<file path="src/rtl/ex_stage_pkg.sv">
`default_nettype none
// +----------------------------------------------------------------------+
// | ex_stage_pkg                                                         |
// | ALU/RV opcode constants and defaults shared by decode and execute.   |
// | Revision: 1.0                                                        |
// +----------------------------------------------------------------------+
package ex_stage_pkg;

   localparam int D_WIDTH_DEF = 32;
   localparam int N_REGS_DEF  = 32;
   localparam int RF_SIZE_DEF = $clog2(N_REGS_DEF);
   localparam int OP_SIZE_DEF = 4;

   localparam logic [3:0] ALU_ADD = 4'b0000;
   localparam logic [3:0] ALU_SUB = 4'b0001;
   localparam logic [3:0] ALU_AND = 4'b0010;
   localparam logic [3:0] ALU_OR  = 4'b0011;
   localparam logic [3:0] ALU_XOR = 4'b0100;
   localparam logic [3:0] ALU_SLT = 4'b0101;
   localparam logic [3:0] ALU_INV = 4'b1111;

   localparam logic [6:0] RV_OP_LOAD   = 7'b0000011;
   localparam logic [6:0] RV_OP_STORE  = 7'b0100011;
   localparam logic [6:0] RV_OP_IMM    = 7'b0010011;
   localparam logic [6:0] RV_OP_REG    = 7'b0110011;

   typedef struct packed {
      logic reg_write;
      logic mem_we;
      logic mem_re;
      logic mem_to_reg;
   } ctrl_t;

endpackage
`default_nettype wire

</file>
<file path="src/rtl/ex_stage_alu.sv">
`default_nettype none
// +----------------------------------------------------------------------+
// | ex_stage_alu                                                         |
// | Combinational integer ALU; unsupported opcodes flag illegal.         |
// | Revision: 1.0                                                        |
// +----------------------------------------------------------------------+
module ex_stage_alu
   import ex_stage_pkg::*;
#(
   parameter int D_WIDTH = D_WIDTH_DEF,
   parameter int OP_SIZE = OP_SIZE_DEF
) (
   input  logic [D_WIDTH-1:0] a,
   input  logic [D_WIDTH-1:0] b,
   input  logic [OP_SIZE-1:0] op,
   output logic [D_WIDTH-1:0] result,
   output logic               illegal
);

   logic w_lt;
   assign w_lt = ($signed(a) < $signed(b));

   always_comb begin
      result  = '0;
      illegal = 1'b0;
      case (op)
         OP_SIZE'(ALU_ADD): result = a + b;
         OP_SIZE'(ALU_SUB): result = a - b;
         OP_SIZE'(ALU_AND): result = a & b;
         OP_SIZE'(ALU_OR):  result = a | b;
         OP_SIZE'(ALU_XOR): result = a ^ b;
         OP_SIZE'(ALU_SLT): result = {{(D_WIDTH-1){1'b0}}, w_lt};
         default:           illegal = 1'b1;
      endcase
   end

endmodule
`default_nettype wire

</file>
<file path="src/rtl/ex_stage.sv">
`default_nettype none
// +----------------------------------------------------------------------+
// | ex_stage                                                             |
// | Execute stage: operand forwarding, ALU and EX/MEM pipeline register. |
// | Forwarding paths present only when EX_FWD_EN is defined.             |
// | Revision: 1.0                                                        |
// +----------------------------------------------------------------------+
module ex_stage
   import ex_stage_pkg::*;
#(
   parameter int D_WIDTH = D_WIDTH_DEF,
   parameter int N_REGS  = N_REGS_DEF,
   parameter int RF_SIZE = $clog2(N_REGS),
   parameter int OP_SIZE = OP_SIZE_DEF
) (
   input  logic               clk,
   input  logic               rst,
   input  logic               en,
   input  logic               flush,
   input  logic [RF_SIZE-1:0] rs1_ex,
   input  logic [RF_SIZE-1:0] rs2_ex,
   input  logic [D_WIDTH-1:0] rs1_val_ex,
   input  logic [D_WIDTH-1:0] rs2_val_ex,
   input  logic [D_WIDTH-1:0] imm_ex,
   input  logic [RF_SIZE-1:0] rd_ex,
   input  logic               reg_write_ex,
   input  logic               alu_src_imm_ex,
   input  logic [OP_SIZE-1:0] alu_op_ex,
   input  logic               mem_we_ex,
   input  logic               mem_re_ex,
   input  logic               mem_to_reg_ex,
   input  logic               wb_we,
   input  logic [RF_SIZE-1:0] wb_rd,
   input  logic [D_WIDTH-1:0] wb_data,
   output logic [D_WIDTH-1:0] alu_result_mem,
   output logic [D_WIDTH-1:0] store_data_mem,
   output logic [RF_SIZE-1:0] rd_mem,
   output logic               reg_write_mem,
   output logic               mem_we_mem,
   output logic               mem_re_mem,
   output logic               mem_to_reg_mem,
   output logic               illegal_mem
);

   logic [D_WIDTH-1:0] w_op_a;
   logic [D_WIDTH-1:0] w_op_b;
   logic [D_WIDTH-1:0] w_fwd_rs2;
   logic [D_WIDTH-1:0] w_alu_result;
   logic               w_illegal;
   ctrl_t              w_ctrl;

   logic [D_WIDTH-1:0] r_alu_result;
   logic [D_WIDTH-1:0] r_store_data;
   logic [RF_SIZE-1:0] r_rd;
   ctrl_t              r_ctrl;
   logic               r_illegal;

`ifdef EX_FWD_EN
   // Loads in EX/MEM are skipped: their data does not exist yet.
   function automatic logic [D_WIDTH-1:0] fwd_sel(input logic [RF_SIZE-1:0] src,
                                                  input logic [D_WIDTH-1:0] rf_val);
      logic [D_WIDTH-1:0] val;
      val = rf_val;
      if (src != '0) begin
         if (r_ctrl.reg_write && !r_ctrl.mem_to_reg && (r_rd == src))
            val = r_alu_result;
         else if (wb_we && (wb_rd == src))
            val = wb_data;
      end
      return val;
   endfunction

   always_comb begin
      w_op_a    = fwd_sel(rs1_ex, rs1_val_ex);
      w_fwd_rs2 = fwd_sel(rs2_ex, rs2_val_ex);
   end
`else
   logic w_unused_fwd;
   assign w_unused_fwd = ^{wb_we, wb_rd, wb_data, rs1_ex, rs2_ex};
   assign w_op_a       = rs1_val_ex;
   assign w_fwd_rs2    = rs2_val_ex;
`endif

   assign w_op_b = alu_src_imm_ex ? imm_ex : w_fwd_rs2;

   ex_stage_alu #(
      .D_WIDTH (D_WIDTH),
      .OP_SIZE (OP_SIZE)
   ) u_alu (
      .a       (w_op_a),
      .b       (w_op_b),
      .op      (alu_op_ex),
      .result  (w_alu_result),
      .illegal (w_illegal)
   );

   // An illegal instruction must not commit any architectural side effect.
   always_comb begin
      w_ctrl.reg_write  = reg_write_ex & ~w_illegal;
      w_ctrl.mem_we     = mem_we_ex & ~w_illegal;
      w_ctrl.mem_re     = mem_re_ex & ~w_illegal;
      w_ctrl.mem_to_reg = mem_to_reg_ex;
   end

   always_ff @(posedge clk or posedge rst) begin
      if (rst) begin
         r_alu_result <= '0;
         r_store_data <= '0;
         r_rd         <= '0;
         r_ctrl       <= '0;
         r_illegal    <= 1'b0;
      end else if (flush) begin
         r_rd         <= '0;
         r_ctrl       <= '0;
         r_illegal    <= 1'b0;
      end else if (en) begin
         r_alu_result <= w_alu_result;
         r_store_data <= w_fwd_rs2;
         r_rd         <= rd_ex;
         r_ctrl       <= w_ctrl;
         r_illegal    <= w_illegal;
      end
   end

   assign alu_result_mem = r_alu_result;
   assign store_data_mem = r_store_data;
   assign rd_mem         = r_rd;
   assign reg_write_mem  = r_ctrl.reg_write;
   assign mem_we_mem     = r_ctrl.mem_we;
   assign mem_re_mem     = r_ctrl.mem_re;
   assign mem_to_reg_mem = r_ctrl.mem_to_reg;
   assign illegal_mem    = r_illegal;

endmodule
`default_nettype wire

</file>
<file path="config.mk">
export PLATFORM = sky130hd
export DESIGN_NAME = ex_stage
export DESIGN_NICKNAME = d
export VERILOG_FILES = /design/src/rtl/ex_stage_pkg.sv /design/src/rtl/ex_stage_alu.sv /design/src/rtl/ex_stage.sv
export SDC_FILE = /design/constraint.sdc
export NUM_CORES = 1
export LEC_CHECK = 0
export CAP_MARGIN = 25
export CORE_MARGIN = 2
export CORE_UTILIZATION = 50
export CTS_CLUSTER_DIAMETER = 50
export CTS_CLUSTER_SIZE = 14
export DETAILED_ROUTE_END_ITERATION = 10
export HOLD_SLACK_MARGIN = 0.08
export PLACE_DENSITY_LB_ADDON = 0.08
export SLEW_MARGIN = 10
export SYNTH_ARGS = -nofsm -noshare
export SYNTH_HDL_FRONTEND = slang
export SYNTH_HIERARCHICAL = 1
export SYNTH_SLANG_ARGS = --single-unit
</file>
<file path="constraint.sdc">
create_clock -name clk -period 3.4 [get_ports clk]
set_clock_uncertainty 0.1 [all_clocks]
set_input_delay 0.68 -clock clk [delete_from_list [all_inputs] [get_ports clk]]
set_output_delay 0.68 -clock clk [all_outputs]
set_load 0.02 [all_outputs]
</file>
After elaboration in Yosys (flattened, before gate mapping)
Cells that the tools add are included.
{ "totals": {"in_bits": 162, "word_cells": 36, "out_inout_bits": 74, "register_bits": 74} }
{ "classes": {"n_bitwise": 7, "muxes": 9, "n_eq_ne": 5, "addsub": 2, "order_cmp": 1, "n_reduce_logical": 4} }
{ "ops": {"columns": ["operator", "n"], "rows": [
  ["$pmux W32 S6", 1],
  ["$add A32 B32 Y32", 1],
  ["$and A32 B32 Y32", 1],
  ["$lt A32 B32 Y1", 1],
  ["$mux W32", 1],
  ["$or A32 B32 Y32", 1],
  ["$sub A32 B32 Y32", 1],
  ["$xor A32 B32 Y32", 1],
  ["$mux W5", 2],
  ["$eq A4 B2 Y1 const B", 2],
  ["$eq A4 B3 Y1 const B", 2],
  ["$mux W4", 2],
  ["$reduce_or A6 Y1", 1],
  ["$eq A4 B1 Y1 const B", 1],
  ["$logic_not A4 Y1", 1],
  ["$and A1 B1 Y1", 3],
  ["$mux W1", 3],
  ["$reduce_and A2 Y1", 1],
  ["$reduce_bool A2 Y1", 1],
  ["$not A1 Y1", 1]
]} }

Logic depth before layout (Yosys ltp)
Gate-level depths: netlist of the first run.
{ "logic_depth": {"word_depth": 5, "mapped_depth": 16, "depth_no_buf": 14} }

By module
The synthesis of the first run kept the hierarchy.
{ "by_module_without_submodules": {"columns": ["module", "instances", "cells_per_inst", "seq_area_each_um2", "area_each_um2"], "rows": [
  ["ex_stage_alu", 1, 749, 0.0, 4877.2],
  ["ex_stage", 1, 204, 1851.8, 3484.6]
]} }

Worst setup path after synthesis of the first run
OpenSTA, ideal clock, no wires.
{ "synth_path": {"path_kind": "input port to flip-flop", "start": "in alu_src_imm_ex", "end": "reg r_alu_result[31], in the netlist alu_result_mem[31]", "path_slack_ns": -0.696, "cell_stages": 16, "arrival_ns": 3.871, "cell_sequence": "clkbuf_1 -> buf_2 -> mux2_2 -> inv_1 -> ha_1 -> clkbuf_1 -> nor2_1 -> o211ai_2 -> a2111oi_4 -> a2111oi_4 -> o41ai_2 -> a311oi_1 -> o21bai_1 -> xnor2_1 -> o21ai_1 -> mux2_4"} }
{ "synth_between": {"elab_chain_len": 3, "elab_cells_between_ends": 7} }
{ "synth_lines": {"columns": ["element", "line", "text"], "rows": [
  ["start: declaration", "ex_stage.sv:27", "input logic alu_src_imm_ex,"],
  ["$mux W32 (*)", "ex_stage.sv:84", "assign w_op_b = alu_src_imm_ex ? imm_ex : w_fwd_rs2;"],
  ["via w_op_b[3]", "ex_stage.sv:46", "logic [D_WIDTH-1:0] w_op_b;"],
  ["$sub A32 B32 Y32 or $add A32 B32 Y32 (tied branches)", "ex_stage_alu.sv:28, ex_stage_alu.sv:27", null],
  ["$pmux W32 S6 (*)", "ex_stage_alu.sv:26", "case (op)"],
  ["via w_alu_result[31]", "ex_stage.sv:48", "logic [D_WIDTH-1:0] w_alu_result;"],
  ["end signal: assignment", "ex_stage.sv:117", "r_alu_result <= w_alu_result;"],
  ["end: declaration", "ex_stage.sv:52", "logic [D_WIDTH-1:0] r_alu_result;"]
]} }
The timed path passes the listed nets; every way through them passes the cells marked *.
A chain may end at the register's enable or synchronous reset.

Worst setup path after layout of the first run
{ "layout_path": {"start": "in alu_src_imm_ex", "end": "reg r_alu_result[7], in the netlist alu_result_mem[7]"} }
The elaborated chain is that of the path after synthesis.

==> impl_results.md, run 1 <==
- Main synth FF type: dfrtp_1
- RSZ-0062 raised after global routing: yes
- Tmin final: roughly 4000 ps
- Post-synthesis xor/xnor area fraction: 1.89%
- R2R depth: 1
- Most common cell in the netlist: ha_1
- Clock latency on the worst-skew pair: roughly 360 ps
- CP Capture Type: register
- GRT busiest layer: met2
- Launch point of the critical path: alu_src_imm_ex
- Initial antenna violation count: 0
- Final Power: between 4000 and 5000 uW
- Post-synthesis mux area share: between 10% and 20%
- Setup ws final: -583 ps
- Final ANT Viol Nets: 0
- DP Cell Count: 1580
- Static leakage: 0.00661 uW
- Die Width: around 130 um
- Register area: 1850 sq um
- Fmax: ~250 MHz
- Layout cells sized above 1: 41.6%
- Status: complete, but fails checks
- Internal: 2970 uW
- Req. time, crit path: 3550 ps
- CTS Buffer Depth: 2
- PortBufs: ~190
- Reg2reg start: alu_result_mem[30]$_DFFE_PP0P_
- Min-Delay Path Class: register to register
- EDFF count, synth: 0
- P_sw: 1960 uW
- Critical path depth: 19
- CTS clk-pin slew, worst paths: 60 ps
- Nets: 1670
- Critical path buffer and inverter count: 8
- Top post-synthesis cells by count: 100 x ha_1, 96 x inv_1, 90 x a21oi_1
- Die footprint: 17800 sq um
- Unique masters post-synth: 71
- Met3 Use GR: 6.74%
- Yosys reg bits: 74
- Max Cap Viol: 0
- Final core utilization: a little under nine tenths
- Dpl cell area: 12500 sq um
- Worst hold slack: 394 ps
- Die span in y: 133 um
- Share of total power in the clock network: between 20% and 30%
- Worst-margin pin slew: 640 ps
- Ant diodes: 0
- Switch share: 39.8%
- Met1 usage: 45.1%
- Final hold vios: 0
- Post-Syn Area: 8360 sq um
- CTS buffer count: 9
- Core Region: 16500 sq um
- Post-synthesis sequential area ratio: 22.1%
- Compound-gate portion of the synthesized area: 23.3%
- Synthesis-to-finish area growth: 68.8%
- Via density: 6.38
- Cell taking the most area after synthesis: dfrtp_1
- Largest family of logic cells by synthesized area: compound AO/OA/AOI/OAI gates
- Pin count of the biggest net entering global routing: 44
- Hpwl dp: approximately 23000 um
- Row count: 47
- FF-to-FF setup slack: 2440 ps
- Ys Warns: 6
- Synth Area in Simple Gates: 11.9%
- Largest cells by area after synthesis: dfrtp_1 22%, ha_1 15%, mux2_4 11%
- Synth Area per Inst: 8.77 sq um
- Post-Synthesis Cells: approximately 950
- TritonCTS clock tree: done
- Combinational fraction of design power: 57.0%
- Max VDD drop: 0.000280 V
- Routed WL: 39700 um
- Via count: 10400
- Critical Path Max Stage Delay: 360 ps
- Vias in the first global route: 10200
- Crit-path slowest cell: nor3_1
- Asr flop ratio synth: 100%
- Critical Path End: alu_result_mem[7]$_DFFE_PP0P_
- CP max FO: 7
- H-tree depth: 3
- # setup viols final: 24
- Hold buffers post-CTS: 0
- Post-synth top area share: 22.1%
- WL/cell: 24.4 um
- GP Congestion: 1.01
- Crit path max-delay family: buffers and inverters
- DRC: 2
- DRT iter0 DRCs: 1312
- Drt first pass iters: 9
- Starting Density: 50.8%
- First-pass GRT wire length: between 50000 and 60000 um
- Relative slew slack: 57.4%
- Post-Synth Adder-Cell Area: 15.4%
- GR Layer Usage met2: 64.4%
- Pins Over Slew Limit: 0
- Crit start category: input pin
- Final period util: 117%
- WP data arrival: between 4000 and 5000 ps
- Crit-path cells: buf_12, buf_12, mux2_4, inv_4, ha_4, buf_12, buf_4, buf_4, nand4_1, buf_4, buf_4, nand2_1, a21oi_1, nor2_1, nor3_1, a21oi_1, xnor2_1, o21ai_0, mux2_4
- Crit path kind: input pin to register
- GRT Total Usage: 37.2%
- Final instance count without filler cells: 1631
- CP most frequent cell: buf_4
- I/O pin count: between 200 and 250
- CTS root buf: clkbuf_16
- Syn_nets: 1217
- CTS sink cnt: 74
- Gr ovfl total: 0
- Worst r2r dst: alu_result_mem[30]$_DFFE_PP0P_
- PD cells: 349 nW/um^2
- Fin area: 14100 sq um
- Combined area of the multi-input logic cells: 6920 sq um
- Seq pwr share: 22.1%
- Layout fillers: 824
- Failing checks: design-rule violations, negative setup slack
## registers in the layout (all words and copies together), names as in the netlist
signal,count
reg_write_mem,1
store_data_mem,32
mem_to_reg_mem,1
illegal_mem,1
alu_result_mem,32
rd_mem,5
mem_re_mem,1
mem_we_mem,1
## how the worst min path moves through the flow
stage / from / to / cells past startpoint
2_1_floorplan: mem_re_mem$_DFFE_PP0P_ / mem_re_mem$_DFFE_PP0P_ / 1
3_3_place_gp: mem_re_mem$_DFFE_PP0P_ / mem_re_mem$_DFFE_PP0P_ / 1
3_5_place_dp: mem_we_mem$_DFFE_PP0P_ / mem_we_mem$_DFFE_PP0P_ / 1
4_1_cts: mem_we_mem$_DFFE_PP0P_ / mem_we_mem$_DFFE_PP0P_ / 1
5_1_grt: mem_re_mem$_DFFE_PP0P_ / mem_re_mem$_DFFE_PP0P_ / 1
6_report: mem_we_mem$_DFFE_PP0P_ / mem_we_mem$_DFFE_PP0P_ / 1
## cells in the final DEF (no fill, tap or decap), types with 11 or more instances in the layout
cell	instances
dlygate4sd2_1	16
nor2_1	76
ha_1	68
o21ai_1	27
a221oi_1	18
o21ai_0	27
a21oi_1	66
xnor2_1	14
mux2_4	74
ha_4	24
mux2_2	22
clkdlybuf4s50_1	160
dfrtp_1	74
nand2_1	28
nand3_1	13
a21oi_2	18
buf_6	18
a21o_1	11
inv_4	11
inv_1	78
nor3_1	16
buf_4	280
## cells by family after synthesis
group,after synthesis
xor gates and xnor gates,18
muxes,107
AOI/OAI and AO/OA,288
DFF,74
and+or+nand+nor,214
buffers and inverters,150
adders and majority gates,102
## timing repair
action                                  CTS  global route
cloned                                    1             0
pin swaps                                55            60
endpoints found under the setup margin   23            24
setup buffers                            24            15
gates resized for setup                 155           124
## area by class of cell
cell class | instances | share of cell area (%)
tap | 220 | 1.95
inverter | 97 | 2.78
clock buffer | 9 | 1.60
timing repair buffer | 495 | 31.1
sequential | 74 | 13.1
multi-input combinational | 729 | 49.0
clock inverter | 7 | 0.496
## layer usage
metal / wire [um] / vias to the layer above / share of wire, %
li1: - / 4347 / -
met5: 0 / - / 0
met1: 14500 / 4892 / 36
met3: 3860 / 295 / 9.7
met4: 2910 / 0 / 7.3
met2: 18500 / 872 / 47
## stage by stage
stage	setup slack (ps)	TNS [ps]
after global routing	-532	-7780
after detailed placement	-931	-16700
after CTS	-210	-1960
after floorplan	-387	-3690
final	-583	-6360
after global placement	-828	-15190
## power by group through the flow
stage,registers [uW],clock network (uW),logic (uW)
global placement,1090,0,2210
finish,1090,1030,2810
detailed placement,1100,0,2240
global route,1100,1060,2920
floorplan,1230,0,1040
CTS,1080,1020,2460
No activity file was read; power rests on OpenSTA's default activity.
==> run 2: changes to the inputs <==
--- a/config.mk
+++ b/config.mk
@@ -6,6 +6,7 @@
 export NUM_CORES = 1
 export LEC_CHECK = 0
 export CAP_MARGIN = 25
+export CORE_ASPECT_RATIO = 0.75
 export CORE_MARGIN = 2
 export CORE_UTILIZATION = 50
 export CTS_CLUSTER_DIAMETER = 50
==> impl_results.md, run 2 (synthesized netlist as in run 1, its figures left out) <==
- Status: complete, but fails checks
- Failing checks: negative setup slack
- Launch point of the critical path: alu_src_imm_ex
- Crit path kind: input pin to register
- Combined area of the multi-input logic cells: 6630 sq um
- Row count: 40
- Tmin final: 3720 ps
- Register area: 1850 sq um
- H-tree depth: 3
- CTS Buffer Depth: 2
- Die footprint: 17800 sq um
- Placement Setup Slack: -926 ps
- Hpwl dp: 22800 um
- Nets: 1642
- FF-to-FF setup slack: 2480 ps
- Vias in the first global route: 9178
- Max Cap Viol: 0
- Critical path depth: 17
- Pins Over Slew Limit: 0
- DRT iter0 DRCs: 747
- GP Congestion: 0.984
- CTS buffer count: 9
- WL/cell: 20.4 um
- Die span in y: between 100 and 150 um
- Layout fillers: between 900 and 1000
- CTS root buf: clkbuf_16
- Req. time, crit path: 3530 ps
- CP Capture Type: register
- GRT Total Usage: 34.5%
- Most common cell after layout, fill and taps aside: buf_4
- Fmax: about 270 MHz
- Layout cells sized above 1: 38.0%
- Pin count of the biggest net entering global routing: 40
- Max VDD drop: 0.000343 V
- Routed WL: 32500 um
- Critical Path End: alu_result_mem[27]$_DFFE_PP0P_
- TritonCTS clock tree: done
- Static leakage: 0.00633 uW
- Final period util: 110%
- Worst-margin pin slew: 748 ps
- Clock latency on the worst-skew pair: 340 ps
- Critical path buffer and inverter count: 6
- Final hold vios: 0
- Ant diodes: 0
- Critical Path Max Stage Delay: 410 ps
- # setup viols final: 22
- Crit-path slowest cell: a2111oi_4
- Core Region: between 15000 and 20000 sq um
- Reg2reg start: alu_result_mem[2]$_DFFE_PP0P_
- Final core utilization: 83.7%
- CTS clk-pin slew, worst paths: 60 ps
- I/O pin count: 236
- Setup ws final: -324 ps
- Fin area: 13500 sq um
- WP data arrival: approximately 3900 ps
- Min-Delay Path Class: register to register
- CTS sink cnt: 74
- Crit-path cells: buf_12, buf_12, buf_12, mux2_4, inv_4, ha_4, inv_4, a2111oi_4, a2111oi_4, a2111oi_4, o41ai_2, buf_4, a21oi_4, o2bb2ai_1, a2111oi_1, a21oi_1, mux2_4
- RSZ-0062 raised after global routing: yes
- R2R depth: 1
- PortBufs: about 190
- PD cells: ~340 nW/um^2
- Via density: 5.87
- Crit start category: input pin
- DRC: 0
- Drt first pass iters: 6
- Gr ovfl total: 0
- Dpl cell area: 12300 sq um
- CP max FO: 6
- Via count: 9354
- Crit path max-delay family: compound AO/OA/AOI/OAI gates
- Die Width: ~150 um
- Commonest cells after routing, fill and taps aside: 258 x buf_4, 173 x clkdlybuf4s50_1, 81 x nor2_1, 81 x inv_1, 79 x ha_1
- Initial antenna violation count: 0
- First-pass GRT wire length: 48900 um
- Synthesis-to-finish area growth: 61.9%
- Final ANT Viol Nets: 0
- Starting Density: 51.7%
- Worst r2r dst: alu_result_mem[2]$_DFFE_PP0P_
- Relative slew slack: between 50% and 60%
[run 2: layout make-up]
type / instances / share of cell area, %
clock buffer: 9 / 1.66
clock inverter: 7 / 0.342
inverter: 97 / 2.88
multi-input combinational: 729 / 49.0
sequential: 74 / 13.7
tap: 210 / 1.94
timing repair buffer: 467 / 30.5
[run 2: power breakdown]
part | switching [uW] | total [uW] | internal, uW
Clock | 447 | 940 | 493
Combinational | 1240 | 2550 | 1310
Sequential | 78.2 | 1080 | 1000
[run 2: per-stage QoR]
stage / cells / TNS, ps / hold slack [ps] / power [uW]
after floorplan: 953 / -3690 / 510 / 2270
after global placement: 1555 / -15060 / 378 / 3280
after detailed placement: 1555 / -16710 / 389 / 3310
after CTS: 1588 / -2730 / 403 / 4420
after global routing: 1593 / -5930 / 421 / 4760
final: 1593 / -4080 / 397 / 4570
[run 2: repair_timing]
action,CTS,global route
pin swaps,47,57
resized for setup,131,65
setup endpoints to repair,24,26
setup buffers,19,8
hold buffers,0,0
[run 2: worst min path at each step]
| stage | slack [ps] | to | startpoint | cells past startpoint |
|---|---|---|---|---|
| global placement | 380 | reg_write_mem$_DFFE_PP0P_ | reg_write_mem$_DFFE_PP0P_ | 1 |
| floorplan | 510 | mem_re_mem$_DFFE_PP0P_ | mem_re_mem$_DFFE_PP0P_ | 1 |
| detailed placement | 390 | reg_write_mem$_DFFE_PP0P_ | reg_write_mem$_DFFE_PP0P_ | 1 |
| global route | 420 | store_data_mem[26]$_DFFE_PP0P_ | store_data_mem[26]$_DFFE_PP0P_ | 1 |
| finish | 400 | reg_write_mem$_DFFE_PP0P_ | reg_write_mem$_DFFE_PP0P_ | 1 |
| CTS | 400 | reg_write_mem$_DFFE_PP0P_ | reg_write_mem$_DFFE_PP0P_ | 1 |
[run 2: metal layers]
metal / up-vias / part of all wire (%) / GRT usage [%] / routed length (um)
li1: 4280 / - / - / -
met1: 4441 / 42 / 46.1 / 13800
met2: 533 / 47 / 58.1 / 15200
met3: 100 / 8.1 / 5.65 / 2630
met4: 0 / 2.8 / 10.3 / 910
met5: - / 0 / 0 / 0
==> run 3: changes to the inputs <==
--- a/config.mk
+++ b/config.mk
@@ -9,6 +9,7 @@
 export CORE_ASPECT_RATIO = 0.75
 export CORE_MARGIN = 2
 export CORE_UTILIZATION = 50
+export CTS_BUF_LIST = sky130_fd_sc_hd__clkbuf_16
 export CTS_CLUSTER_DIAMETER = 50
 export CTS_CLUSTER_SIZE = 14
 export DETAILED_ROUTE_END_ITERATION = 10
==> results of run 3 <==
No change in the layout: final DEF, timing and power equal those of run 2.
